**src/rtl/spi_reg_peripheral.sv**
```systemverilog
// Write-only SPI (mode 0) target that receives 16-bit frames and holds the
// five 8-bit PWM control registers. All SPI pins are synchronised into clk.
module spi_reg_peripheral #(
  parameter int         SYNC_STAGES = 2,
  parameter logic [6:0] MAX_ADDR    = 7'h04
) (
  input  logic       clk,
  input  logic       rst,
  input  logic       sclk,
  input  logic       copi,
  input  logic       ncs,
  output logic [7:0] en_reg_out_7_0,
  output logic [7:0] en_reg_out_15_8,
  output logic [7:0] en_reg_pwm_7_0,
  output logic [7:0] en_reg_pwm_15_8,
  output logic [7:0] pwm_duty_cycle,
  output logic       wr_strobe,
  output logic       frame_err
);

  localparam int         NUM_REGS  = 5;
  localparam logic [4:0] FRAME_LEN = 5'd16;
  localparam logic [4:0] CNT_SAT   = 5'd17;

  typedef enum logic [1:0] {
    IDLE   = 2'd0,
    SHIFT  = 2'd1,
    COMMIT = 2'd2
  } state_t;

  state_t state_reg, state_next;

  logic [SYNC_STAGES-1:0] sclk_sync_reg, copi_sync_reg, ncs_sync_reg;
  logic                   sclk_hist_reg, ncs_hist_reg;
  logic                   sclk_s, copi_s, ncs_s;
  logic                   sclk_rise, ncs_fall, ncs_rise;

  logic [15:0] shift_reg;
  logic [4:0]  bit_cnt_reg;
  logic [7:0]  regs_reg [NUM_REGS];
  logic        wr_strobe_reg, frame_err_reg;

  logic        clear_frame, shift_en, commit_write, commit_err;
  logic [6:0]  frame_addr;
  logic [7:0]  frame_data;

  // Input synchronisers plus one history flop per pin for edge detection
  always_ff @(posedge clk) begin
    if (rst) begin
      sclk_sync_reg <= '0;
      copi_sync_reg <= '0;
      ncs_sync_reg  <= '0;
      sclk_hist_reg <= 1'b0;
      ncs_hist_reg  <= 1'b0;
    end else begin
      sclk_sync_reg <= {sclk_sync_reg[SYNC_STAGES-2:0], sclk};
      copi_sync_reg <= {copi_sync_reg[SYNC_STAGES-2:0], copi};
      ncs_sync_reg  <= {ncs_sync_reg[SYNC_STAGES-2:0], ncs};
      sclk_hist_reg <= sclk_s;
      ncs_hist_reg  <= ncs_s;
    end
  end

  assign sclk_s    = sclk_sync_reg[SYNC_STAGES-1];
  assign copi_s    = copi_sync_reg[SYNC_STAGES-1];
  assign ncs_s     = ncs_sync_reg[SYNC_STAGES-1];
  assign sclk_rise = sclk_s & ~sclk_hist_reg;
  assign ncs_rise  = ncs_s & ~ncs_hist_reg;
  assign ncs_fall  = ~ncs_s & ncs_hist_reg;

  assign frame_addr = shift_reg[14:8];
  assign frame_data = shift_reg[7:0];

  always_ff @(posedge clk) begin
    if (rst) begin
      state_reg <= IDLE;
    end else begin
      state_reg <= state_next;
    end
  end

  always_comb begin
    state_next = state_reg;
    case (state_reg)
      IDLE:    if (ncs_fall) state_next = SHIFT;
      SHIFT:   if (ncs_rise) state_next = COMMIT;
      COMMIT:  state_next = IDLE;
      default: state_next = IDLE;
    endcase
  end

  // ncs_rise takes priority over a coincident sclk edge
  always_comb begin
    clear_frame  = 1'b0;
    shift_en     = 1'b0;
    commit_write = 1'b0;
    commit_err   = 1'b0;
    case (state_reg)
      IDLE:   clear_frame = ncs_fall;
      SHIFT:  shift_en    = sclk_rise & ~ncs_rise;
      COMMIT: begin
        if (bit_cnt_reg == FRAME_LEN) begin
          commit_write = shift_reg[15] && (frame_addr <= MAX_ADDR);
        end else begin
          commit_err = 1'b1;
        end
      end
      default: ;
    endcase
  end

  always_ff @(posedge clk) begin
    if (rst) begin
      shift_reg   <= '0;
      bit_cnt_reg <= '0;
    end else if (clear_frame) begin
      shift_reg   <= '0;
      bit_cnt_reg <= '0;
    end else if (shift_en) begin
      shift_reg <= {shift_reg[14:0], copi_s};
      if (bit_cnt_reg != CNT_SAT) begin
        bit_cnt_reg <= bit_cnt_reg + 5'd1;
      end
    end
  end

  always_ff @(posedge clk) begin
    if (rst) begin
      wr_strobe_reg <= 1'b0;
      frame_err_reg <= 1'b0;
      for (int i = 0; i < NUM_REGS; i++) begin
        regs_reg[i] <= 8'h00;
      end
    end else begin
      wr_strobe_reg <= commit_write;
      frame_err_reg <= commit_err;
      for (int i = 0; i < NUM_REGS; i++) begin
        if (commit_write && frame_addr == 7'(i)) begin
          regs_reg[i] <= frame_data;
        end
      end
    end
  end

  assign en_reg_out_7_0  = regs_reg[0];
  assign en_reg_out_15_8 = regs_reg[1];
  assign en_reg_pwm_7_0  = regs_reg[2];
  assign en_reg_pwm_15_8 = regs_reg[3];
  assign pwm_duty_cycle  = regs_reg[4];
  assign wr_strobe       = wr_strobe_reg;
  assign frame_err       = frame_err_reg;

endmodule

```
**config.mk**
```make
export PLATFORM = sky130hd
export DESIGN_NAME = spi_reg_peripheral
export DESIGN_NICKNAME = d
export VERILOG_FILES = /design/src/rtl/spi_reg_peripheral.sv
export SDC_FILE = /design/constraint.sdc
export NUM_CORES = 1
export LEC_CHECK = 0
export ABC_AREA = 0
export BUFFER_PORTS_ARGS = -buffer_cell sky130_fd_sc_hd__buf_2
export CAP_MARGIN = 20
export CORE_AREA = 4 4 81 83
export DETAILED_ROUTE_END_ITERATION = 7
export DIE_AREA = 0 0 85 87
export PLACE_DENSITY = 0.62
export SLEW_MARGIN = 5
export SYNTH_ARGS = -nofsm -noshare
export SYNTH_HDL_FRONTEND = slang
export SYNTH_SLANG_ARGS = --single-unit
```
**constraint.sdc**
```tcl
create_clock -name clk -period 2.8 [get_ports clk]
set_clock_uncertainty 0.15 [all_clocks]
set_input_delay 0.14 -clock clk [delete_from_list [all_inputs] [get_ports clk]]
set_output_delay 0.14 -clock clk [all_outputs]
set_load 0.05 [all_outputs]
```
# Word-level counts from Yosys, hierarchy flattened
# Memories as Yosys holds them, arrays and structs flattened.
# Index checks and enable logic that the tools add are counted.
# Widths: inputs -> output; s select.
totals:
  mem_count: 1
  ramBits: 40
  word_cells: 79
  output_inout_bits: 42
  ff_bits: 33
memory_table:
  columns: ["memory", "words", "word_bits", "rd", "rd_ports_with_merged_regs", "wr", "line_no", "source"]
  rows:
  - ["regs_reg", 5, 8, 5, 0, 5, "40", "logic [7:0] regs_reg [NUM_REGS];"]
op_classes:
  n_addsub: 1
  bitwise_logic: 14
  mux: 30
  eq_ne: 10
  order_cmp: 1
  reduce_logical: 12
ops:
  columns: ["cell", "n"]
  rows:
  - ["$mux 8", 5]
  - ["$mux 1", 22]
  - ["$eq 7x2->1 const B", 2]
  - ["$eq 7x1->1 const B", 1]
  - ["$eq 7x3->1 const B", 1]
  - ["$le 7x3->1 const B", 1]
  - ["$logic_not 7->1", 1]
  - ["$logic_and 1x1->1", 6]
  - ["$add 5x1->5 const B", 1]
  - ["$eq 5x5->1 const B", 1]
  - ["$ne 5x5->1 const B", 1]
  - ["$not 1->1", 5]
  - ["$or 1x1->1", 5]
  - ["$and 1x1->1", 4]
  - ["$mux 2", 2]
  - ["$ne 2x2->1 const B", 2]
  - ["$pmux 2 s2", 1]
  - ["$reduce_and 2->1", 2]
  - ["$reduce_or 2->1", 2]
  - ["$eq 2x1->1 const B", 1]
  - ["$eq 2x2->1 const B", 1]
  - ["$logic_not 2->1", 1]

# Logic depth before layout (Yosys ltp)
depth:
  ltp_word: 9
  ltp_mapped: 6

# Worst setup path before layout
# OpenSTA, ideal clock, no wires.
synth_path:
  path_type: "register -> register"
  start: "register bit_cnt_reg[0]"
  end: "memory regs_reg[1][2] (netlist: regs_reg[0][10]) (enable)"
  path_stages_with_launch: 6
  period_less_slack_ns: 2.377
  arrival_ns: 1.829
  path_buffers: 0
  required_ns: 2.252
  slack_ns: 0.423
  setup_time_ns: 0.398
  path_cell_list: "dfxtp_1 -> inv_1 -> ha_1 -> and4bb_2 -> nand4_2 -> o41ai_1"
synth_rtl:
  columns: ["element", "line_no", "source"]
  rows:
  - ["from (decl)", "39", "logic [4:0] bit_cnt_reg;"]
  - ["from (signal assigned)", "122", "bit_cnt_reg <= bit_cnt_reg + 5'd1;"]
  - ["to (decl)", "40", null]

==> summary.txt <==
Clock network
  – Total CTS buffers: 9
  – H-tree levels: 3
  – Clock Root Buffer: clkbuf_8
  – Resize count post-CTS: 0
  – CTS Buffer Depth: 2
  – CTS tree: yes
  – CTS Sinks: 73
  – Clock latency on the worst-skew pair: 340 ps
  – Clock transition at the registers of the reported paths: 70 ps

Timing
  – Hold_ws: 288 ps
  – Setup_tns: 0 ps
  – Final worst path period share: 0.691
  – Fmax achieved: 517 MHz
  – Post-route minimum period: 1930 ps
  – RSZ-0062 raised after global routing: no
  – Final Hold Viols: 0
  – Worst-Margin Slew: 639 ps
  – Final setup violation count: 0
  – Pins over their slew limit: 0
  – Worst relative slew slack: 0.569

Placed design
  – Port Buffer Count: 46
  – GPL Wtd Cong: 0.771
  – Detailed Place HPWL: 3.25 mm

Hold path
  – Hold Path Stages: 1
  – Hold Startpoint: ncs_sync_reg[0]$_SDFF_PP0_
  – Worst hold path class: reg -> reg
  – End of the worst hold path: ncs_sync_reg[1]$_SDFF_PP0_

Synthesis
  – Top-area cell type share of the netlist area: 0.466
  – Synthesized cell area: 2580 sq um
  – Distinct cells, synth: 34
  – Main flop type after synthesis: edfxtp_1
  – Post-synth EDFFs: 40
  – Yosys warns: 0
  – Mapped Cells: 196
  – Sequential share of the synthesized area: 0.722
  – Synth area leader: edfxtp_1
  – Main area contributors after synthesis: edfxtp_1 47%, dfxtp_1 26%, nand3_1 3.5%, a21oi_1 3.1%, nand2_1 2.8%
  – Synthesized Nets: 204
  – FF+latch count, synth: 73
  – Fraction of registers with async set/reset: 0
  – Average cell area after synthesis: 13.2 sq um

GRT
  – GR Util All Layers: 0.132
  – First-pass GRT wire length: 7.38 mm
  – Remaining global-route overflow: 0
  – Vias in the first global route: 1,503
  – Initial antenna violation count: 0
  – Largest net degree at the start of global routing: 22

Die
  – Die ar.: 7400 sq um
  – Die Span X: 85 microns
  – I/O pin cnt: 47
  – Core Rows: 28
  – Die Y: 87 microns
  – Core region area: 5850 sq um
  – Initial Util: 0.441

Final layout
  – Nets: 266
  – Synthesis-to-finish area growth: 24.8%
  – Most frequent cells in the layout: 46 x buf_2, 40 x edfxtp_1, 33 x dfxtp_1, 19 x nand2_1, 18 x nand3_1
  – Share of layout cells above drive strength 1: 0.289
  – Max reg flops: 40
  – Most common cell after layout, fill and taps aside: buf_2
  – Inserted Diodes: 0

Detailed routing
  – Iteration-0 DRC Markers: 93
  – DR pass1 iterations: 4
  – Residual DRC: 0
  – Vias post-DR: 1,625
  – Met2 routed WL: 2.08 mm
  – DR vias/cell: 4.81
  – Post-DRT Antenna Nets: 0
  – DRT Wirelength: 4.62 mm
  – Max layer used: met4
  – Wirelength per Cell: 13.7 microns
  – Met3 WL: 341 microns
  – M1 WL: 2.11 mm

Worst setup path
  – Required @ worst endpoint: 2670 ps
  – Reg2reg start: bit_cnt_reg[0]$_SDFFE_PP0P_
  – CP Class: in -> reg
  – Reg-to-reg slack, setup: 880 ps
  – Endpoint type of the worst setup path: register
  – RR Endpoint: regs_reg[0][30]$_DFFE_PP_
  – Startpoint types: input port
  – R2R cell count: 6
  – Crit path max fanout: 14
  – CP arrival: 1810 ps

Run
  – Max-cap viol count: 0

Status
  – Status: complete, no violations

Pwr
  – Power Dens Cells: 701 nW/um^2
  – Static leakage: 1.22 nW
  – Worst VDD drop: 0.363 mV
-- critical path, cell delays in order --
cell	delay, ps
dlygate4sd3_1	530
buf_2	210
nor3b_2	220
nand4_2	190
nor2_1	180
a31o_2	320
-- power breakdown --
group	internal (W)	leakage [nW]	switching [W]
Combinational	0.0000403	0.466	0.000149
Clock	0.000510	0.110	0.000387
Sequential	0.00116	0.647	0.0000108
-- Yosys cell counts, types with 2 or more instances --
cell / count
a21oi_1: 16
a31o_2: 2
and2_1: 9
and3_1: 2
buf_2: 3
buf_4: 2
clkbuf_1: 3
dfxtp_1: 33
edfxtp_1: 40
ha_1: 3
inv_1: 7
mux2i_1: 2
nand2_1: 19
nand3_1: 18
nor2_1: 7
nor2b_1: 10
o41ai_1: 2
xnor2_1: 2
-- final cells by class --
| cell class | instances | area (sq um) |
|---|---|---|
| multi-input combinational | 108 | 663 |
| timing repair buffer | 59 | 345 |
| clock buffer | 9 | 124 |
| fill | 497 | 2630 |
| clock inverter | 7 | 103 |
| tap | 75 | 93.8 |
| sequential | 73 | 1860 |
| inverter | 7 | 26.3 |
-- layer usage --
layer / global-route usage / vias to the layer above
li1: - / 820
met1: 0.166 / 745
met2: 0.198 / 54
met3: 0.0473 / 6
met4: 0.0734 / 0
met5: 0 / -
-- metrics by stage --
stage | util | setup WS (ps) | cell area, sq um | power (W) | instances
floorplan | - | 423 | 2580 | 0.00133 | 196
global placement | 0.499 | 942 | 2920 | 0.00138 | 315
detailed placement | 0.499 | 880 | 2920 | 0.00138 | 315
CTS | 0.550 | 869 | 3220 | 0.00229 | 338
global route | 0.550 | 748 | 3220 | 0.00235 | 338
finish | 0.550 | 866 | 3220 | 0.00226 | 338
-- worst max path at each step --
stage / startpoint / endpoint / slack [ps] / cells past startpoint
finish: rst / regs_reg[0][30]$_DFFE_PP_ / 870 / 6
global route: bit_cnt_reg[0]$_SDFFE_PP0P_ / regs_reg[0][0]$_DFFE_PP_ / 750 / 6
CTS: bit_cnt_reg[0]$_SDFFE_PP0P_ / regs_reg[0][30]$_DFFE_PP_ / 870 / 6
detailed placement: bit_cnt_reg[0]$_SDFFE_PP0P_ / regs_reg[0][26]$_DFFE_PP_ / 880 / 6
global placement: bit_cnt_reg[0]$_SDFFE_PP0P_ / regs_reg[0][3]$_DFFE_PP_ / 940 / 6
floorplan: bit_cnt_reg[0]$_SDFFE_PP0P_ / regs_reg[0][10]$_DFFE_PP_ / 420 / 5
-- logic make-up (layout without fill, tap and decap cells) --
logic type | count (synthesis) | count (layout) | share of synthesized area
and+or+nand+nor | 74 | 74 | 0.158
muxes | 2 | 2 | 0.00777
AOI/OAI and AO/OA | 26 | 26 | 0.0612
xor gates and xnor gates | 3 | 3 | 0.0102
DFF | 73 | 73 | 0.722
buffers and inverters | 15 | 82 | 0.0262
adders and majority gates | 3 | 3 | 0.0146
-- repair_timing --
action | in CTS | in global routing
hold buffers | 7 | 0
endpoints found under the hold margin | 4 | 0
setup buffers | 0 | 0
Note: power is estimated with default switching activity, not from simulation.
